[src/rtl/const_tune_ctrl.sv]
// Front-panel sequencer: synchronizes four buttons into rail/parameter
// selection and single-cycle inc/dec strobes with hold-to-repeat.
module const_tune_ctrl #(
    parameter int NUM_RAILS     = 5,
    parameter int NUM_PARAMS    = 3,
    parameter int HOLD_CYCLES   = 2000000,
    parameter int REPEAT_CYCLES = 200000,
    parameter int CNT_WIDTH     = 24
) (
    input  logic       i_clk,
    input  logic       i_rst,
    input  logic       i_btn_up,
    input  logic       i_btn_dn,
    input  logic       i_btn_param,
    input  logic       i_btn_rail,
    output logic [3:0] o_choose_c,
    output logic [3:0] o_choose,
    output logic       o_inc_const,
    output logic       o_dec_const,
    output logic       o_active
);

    localparam int B_UP    = 0;
    localparam int B_DN    = 1;
    localparam int B_PARAM = 2;
    localparam int B_RAIL  = 3;

    localparam logic [CNT_WIDTH-1:0] HOLD_LOAD = CNT_WIDTH'(HOLD_CYCLES - 1);
    localparam logic [CNT_WIDTH-1:0] REP_LOAD  = CNT_WIDTH'(REPEAT_CYCLES - 1);
    localparam logic [CNT_WIDTH-1:0] CNT_ZERO  = '0;
    localparam logic [CNT_WIDTH-1:0] CNT_ONE   = CNT_WIDTH'(1);

    localparam logic [3:0] RAIL_LAST  = 4'(NUM_RAILS - 1);
    localparam logic [3:0] PARAM_LAST = 4'(NUM_PARAMS - 1);

    localparam logic DIR_UP = 1'b0;
    localparam logic DIR_DN = 1'b1;

    typedef enum logic [1:0] {
        S_IDLE   = 2'd0,
        S_HOLD   = 2'd1,
        S_REPEAT = 2'd2
    } state_t;

    logic [3:0] w_btn;
    logic [3:0] r_sync1;
    logic [3:0] r_sync2;
    logic [3:0] r_prev;
    logic [3:0] r_rise;

    state_t               r_state;
    state_t               w_state_nxt;
    logic [CNT_WIDTH-1:0] r_cnt;
    logic [CNT_WIDTH-1:0] w_cnt_nxt;
    logic                 r_dir;
    logic                 w_dir_nxt;
    logic                 r_inc;
    logic                 w_inc_nxt;
    logic                 r_dec;
    logic                 w_dec_nxt;

    logic [3:0] r_choose_c;
    logic [3:0] w_choose_c_nxt;
    logic [3:0] r_choose;
    logic [3:0] w_choose_nxt;

    logic w_up_lvl;
    logic w_dn_lvl;
    logic w_held;
    logic w_both;

    assign w_btn = {i_btn_rail, i_btn_param, i_btn_dn, i_btn_up};

    // Two-flop synchronizer followed by a registered rising-edge detector.
    always_ff @(posedge i_clk) begin
        if (i_rst) begin
            r_sync1 <= '0;
            r_sync2 <= '0;
            r_prev  <= '0;
            r_rise  <= '0;
        end else begin
            r_sync1 <= w_btn;
            r_sync2 <= r_sync1;
            r_prev  <= r_sync2;
            r_rise  <= r_sync2 & ~r_prev;
        end
    end

    assign w_up_lvl = r_sync2[B_UP];
    assign w_dn_lvl = r_sync2[B_DN];
    assign w_both   = w_up_lvl & w_dn_lvl;
    assign w_held   = (r_dir == DIR_DN) ? w_dn_lvl : w_up_lvl;

    always_ff @(posedge i_clk) begin
        if (i_rst) begin
            r_state    <= S_IDLE;
            r_cnt      <= '0;
            r_dir      <= DIR_UP;
            r_inc      <= 1'b0;
            r_dec      <= 1'b0;
            r_choose_c <= '0;
            r_choose   <= '0;
        end else begin
            r_state    <= w_state_nxt;
            r_cnt      <= w_cnt_nxt;
            r_dir      <= w_dir_nxt;
            r_inc      <= w_inc_nxt;
            r_dec      <= w_dec_nxt;
            r_choose_c <= w_choose_c_nxt;
            r_choose   <= w_choose_nxt;
        end
    end

    always_comb begin
        w_state_nxt = r_state;
        w_cnt_nxt   = r_cnt;
        w_dir_nxt   = r_dir;
        w_inc_nxt   = 1'b0;
        w_dec_nxt   = 1'b0;
        unique case (r_state)
            S_IDLE: begin
                if (r_rise[B_UP] && !r_rise[B_DN]) begin
                    w_inc_nxt   = 1'b1;
                    w_dir_nxt   = DIR_UP;
                    w_cnt_nxt   = HOLD_LOAD;
                    w_state_nxt = S_HOLD;
                end else if (r_rise[B_DN] && !r_rise[B_UP]) begin
                    w_dec_nxt   = 1'b1;
                    w_dir_nxt   = DIR_DN;
                    w_cnt_nxt   = HOLD_LOAD;
                    w_state_nxt = S_HOLD;
                end
            end
            S_HOLD, S_REPEAT: begin
                if (!w_held || w_both) begin
                    w_state_nxt = S_IDLE;
                end else if (r_cnt == CNT_ZERO) begin
                    w_inc_nxt   = (r_dir == DIR_UP);
                    w_dec_nxt   = (r_dir == DIR_DN);
                    w_cnt_nxt   = REP_LOAD;
                    w_state_nxt = S_REPEAT;
                end else begin
                    w_cnt_nxt = r_cnt - CNT_ONE;
                end
            end
            default: begin
                w_state_nxt = S_IDLE;
            end
        endcase
    end

    // Rail wins over param; selection presses outside IDLE are dropped.
    always_comb begin
        w_choose_c_nxt = r_choose_c;
        w_choose_nxt   = r_choose;
        if (r_state == S_IDLE) begin
            if (r_rise[B_RAIL]) begin
                w_choose_c_nxt = (r_choose_c >= RAIL_LAST) ? 4'd0
                               : r_choose_c + 4'd1;
                w_choose_nxt   = 4'd0;
            end else if (r_rise[B_PARAM]) begin
                w_choose_nxt = (r_choose >= PARAM_LAST) ? 4'd0
                             : r_choose + 4'd1;
            end
        end
    end

    assign o_choose_c  = r_choose_c;
    assign o_choose    = r_choose;
    assign o_inc_const = r_inc;
    assign o_dec_const = r_dec;
    assign o_active    = (r_state != S_IDLE);

endmodule
[config.mk]
export PLATFORM = sky130hd
export DESIGN_NAME = const_tune_ctrl
export DESIGN_NICKNAME = d
export VERILOG_FILES = /design/src/rtl/const_tune_ctrl.sv
export SDC_FILE = /design/constraint.sdc
export NUM_CORES = 1
export LEC_CHECK = 0
export ABC_AREA = 0
export CAP_MARGIN = 20
export CORE_ASPECT_RATIO = 1.1
export CORE_MARGIN = 4
export CORE_UTILIZATION = 55
export DETAILED_ROUTE_END_ITERATION = 8
export PLACE_DENSITY_LB_ADDON = 0.08
export SETUP_SLACK_MARGIN = 0.02
export SLEW_MARGIN = 20
export SYNTH_ARGS = -nofsm -noshare
export SYNTH_HDL_FRONTEND = slang
export SYNTH_SLANG_ARGS = --single-unit
[constraint.sdc]
create_clock -name i_clk -period 3.2 [get_ports i_clk]
set_clock_uncertainty 0.05 [all_clocks]
set_input_delay 0.32 -clock i_clk [delete_from_list [all_inputs] [get_ports i_clk]]
set_output_delay 0.32 -clock i_clk [all_outputs]
set_load 0.05 [all_outputs]
==> results by group <==
Final layout
  – # diodes: 0
  – Nets: 312
  – Layout cells sized above 1: around 7.7%
  – Area growth, synth to finish: 13.0%
  – Seq. cell area: 1060 um2
  – Multi-input logic area: between 1000 and 1500 um2
  – Post-layout util: 64.5%
  – FILL cells: 383

Critical path
  – Worst r2r path cells: 7
  – RR Startpoint: r_cnt[0]$_SDFFE_PP0P_
  – CP Class: reg -> reg
  – Critical Path Start Type: register
  – Crit-path max FO: 8
  – Worst Setup SP: r_cnt[0]$_SDFFE_PP0P_
  – Setup crit end kind: register
  – R2r setup slk: 0.44 ns
  – Critical Path RT: 3.35 ns
  – Reg2reg end: r_cnt[13]$_SDFFE_PP0P_
  – Critical Path AT: approximately 2.9 ns

Synth
  – Synth top area share: a little over two fifths
  – Mux cell area share after synthesis: less than 1%
  – Mapped Cells: between 200 and 300
  – Library cells used by synthesis: 49
  – Post-synthesis xor/xnor area fraction: under 10%
  – Number of synthesized flops with an enable pin: 0
  – Largest cells by area after synthesis: dfxtp_1 43%, nor2b_1 4.9%, ha_1 4.6%, nor2_1 4.5%, nor3_1 3.9%
  – Largest family of logic cells by synthesized area: simple AND/OR/NAND/NOR gates
  – Synth Area in Adders: under 10%
  – Commonest cells post-synth: 53 x dfxtp_1, 29 x nor2_1, 19 x nor2b_1, 19 x nor3_1, 16 x inv_1
  – Simple-gate area share of the yosys netlist: 27.2%
  – Synth Register Bits: 53
  – Syn Nets: 296
  – Cell with the most instances after synthesis: dfxtp_1
  – Synthesis warning total: 0
  – Post-Syn Area: roughly 2400 um2
  – Main flop type after synthesis: dfxtp_1
  – Post-synthesis compound-gate area fraction: about 17%
  – Largest area contributor in the netlist: dfxtp_1
  – Seq/Total Area, Yosys: 43.4%
  – Async set-or-reset flop fraction in the synthesized netlist: 0%
  – Mean area per synthesized cell: between 8 and 9 um2

Min path
  – Hold EP: r_rise[3]$_SDFF_PP0_
  – Min-delay src: r_prev[3]$_SDFF_PP0_
  – Hold Crit Class: reg -> reg
  – Hold depth: 1

Clock tree
  – Number of CTS-inserted buffers: 5
  – Clk slew on worst S/H paths: 0.09 ns
  – Htree depth: 2
  – CTS tree: done
  – Post-CTS Setup Bufs: 0
  – CTS sink count: 53
  – CTS max path bufs: 2
  – CTS Hold Bufs: 0
  – Root buf cell: clkbuf_8
  – Worst skew pair latency: between 0.3 and 0.4 ns
  – CTS resizes: 0

Global route
  – Vias in the first global route: 1906
  – First-pass GRT wire length: between 8000 and 9000 um
  – Initial antenna violation count: 0
  – Largest net degree at the start of global routing: 38
  – GRT Util Overall: between 10% and 20%
  – Grt ovf: 0

Timing
  – Slew margin rel.: between 40% and 50%
  – Final WS setup: between 0.4 and 0.5 ns
  – Peak Freq: around 0.36 GHz
  – Worst Tran Pin Value: 0.817 ns
  – Period utilization: a little under nine tenths
  – RSZ-0062 raised after global routing: no
  – Min cycle time layout: 2.76 ns
  – Final hold violations: 0
  – Total negative slack: 0 ns
  – Pins Over Slew Limit: 0
  – Setup violations, final: 0

Place
  – DP HPWL: ~3600 um
  – Final RePlAce weighted congestion: between 0.8 and 0.9
  – DP Worst Slack: 0.460 ns
  – PortBufs: 16

Floorplanning
  – IO Pins: 17
  – Core footprint: between 4000 and 5000 um2
  – Initial Util: a little under three fifths
  – Die Area: approximately 5600 um2
  – Rows: 25
  – Die span in x: just over 70 um
  – Chip height: between 70 and 80 um

Drt
  – Routed WL per cell: ~14 um
  – Via density: 5.85
  – DRT Pass-1 Iters: 4
  – Post-DRT Antenna Nets: 0
  – Remaining DRCs: 0
  – Vias: just over 2k
  – Routed wire length: 4970 um
  – Initial drt markers: 171

Pwr
  – Psw: between 0.0004 and 0.0005 W
  – P_int: ~0.001 W
  – Comb power frac: between 20% and 30%
  – Clk pwr share: 27.2%
  – Leakage: between 1 and 1.5 nW
  – Sequential share of power: 49.2%
  – Sw frac: 31.5%
  – P per Cell Area: roughly 530 nW/um2
  – Peak VDD IR: between 0.3 and 0.4 mV
  – Power, Total: 0.00147 W

Outcome
  – Outcome: completed

Run
  – MaxCap Viol Count: 0
flip-flops by register name, summed over array words and instances, names as in the netlist:
register     count
o_choose         4
r_state          2
o_dec_const      1
r_prev           4
o_choose_c       4
o_inc_const      1
r_cnt           24
r_rise           4
r_sync2          4
r_dir            1
r_sync1          4
routing by layer:
layer / vias to the layer above / share of wire, % / track usage (%)
met3: 7 / 4.5 / 4.02
li1: 1046 / - / -
met1: 955 / 49 / 25.9
met4: 0 / 1.1 / 5.45
met2: 52 / 45 / 30.6
met5: - / 0 / 0
per-stage QoR:
step / cell area (um2) / cells / hold WS (ns)
5_1_grt: 2760 / 352 / 0.348
2_1_floorplan: 2440 / 281 / 0.317
6_report: 2760 / 352 / 0.336
4_1_cts: 2760 / 352 / 0.338
3_5_place_dp: 2660 / 344 / 0.324
3_3_place_gp: 2660 / 344 / 0.321
worst max-delay path by stage:
stage	to	slack (ns)
final	r_cnt[13]$_SDFFE_PP0P_	0.44
after CTS	r_cnt[13]$_SDFFE_PP0P_	0.45
after detailed placement	r_cnt[13]$_SDFFE_PP0P_	0.46
after floorplan	r_cnt[8]$_SDFFE_PP0P_	0.74
after global placement	r_cnt[7]$_SDFFE_PP0P_	0.56
after global routing	r_cnt[13]$_SDFFE_PP0P_	0.28
layout by cell type (no fill, tap or decap), drive strengths merged, types with 4 or more instances in the layout:
master	synthesis	final
a2111oi	4	4
a211oi	8	8
a21oi	10	10
buf	4	7
clkbuf	10	6
clkdlybuf4s50	0	16
dfxtp	53	53
ha	9	9
inv	16	17
nand2	13	13
nand3	6	6
nor2	29	29
nor2b	19	19
nor3	20	20
nor4	7	7
o21ai	11	11
or3	8	8
or4	6	6
xnor2	7	7
power groups by stage:
stage               logic, W  registers [W]  clock network [W]
floorplan           0.000262       0.000736                  0
global route        0.000382       0.000731           0.000434
CTS                 0.000343       0.000725           0.000410
detailed placement  0.000342       0.000741                  0
global placement    0.000340       0.000740                  0
finish              0.000347       0.000726           0.000402
critical path, stage by stage, from the launching register on:
cell and delay [ns]:
dfxtp_1 0.35, inv_1 0.09, ha_1 0.14, or4b_2 0.61
or4_1 0.48, o31ai_2 0.49, a21o_1 0.35, nor2_1 0.09
layout make-up:
class                   instances  share of cell area [%]
multi-input cells             198                    45.7
clock inverters                 2                   0.589
flip-flops and latches         53                    38.4
clock buffers                   6                    2.99
repair buffers                 23                    7.70
well taps                      54                    2.45
inverters                      16                    2.17
kinds of logic (layout without fill, tap and decap cells):
family                     count (synthesis)  in the layout
AOI/OAI and AO/OA                         58             58
xor gates and xnor gates                   7              7
adders and majority gates                  9              9
buffers and inverters                     30             47
DFF                                       53             53
muxes                                      1              1
and+or+nand+nor                          123            123
(Power assumes the default switching activity.)
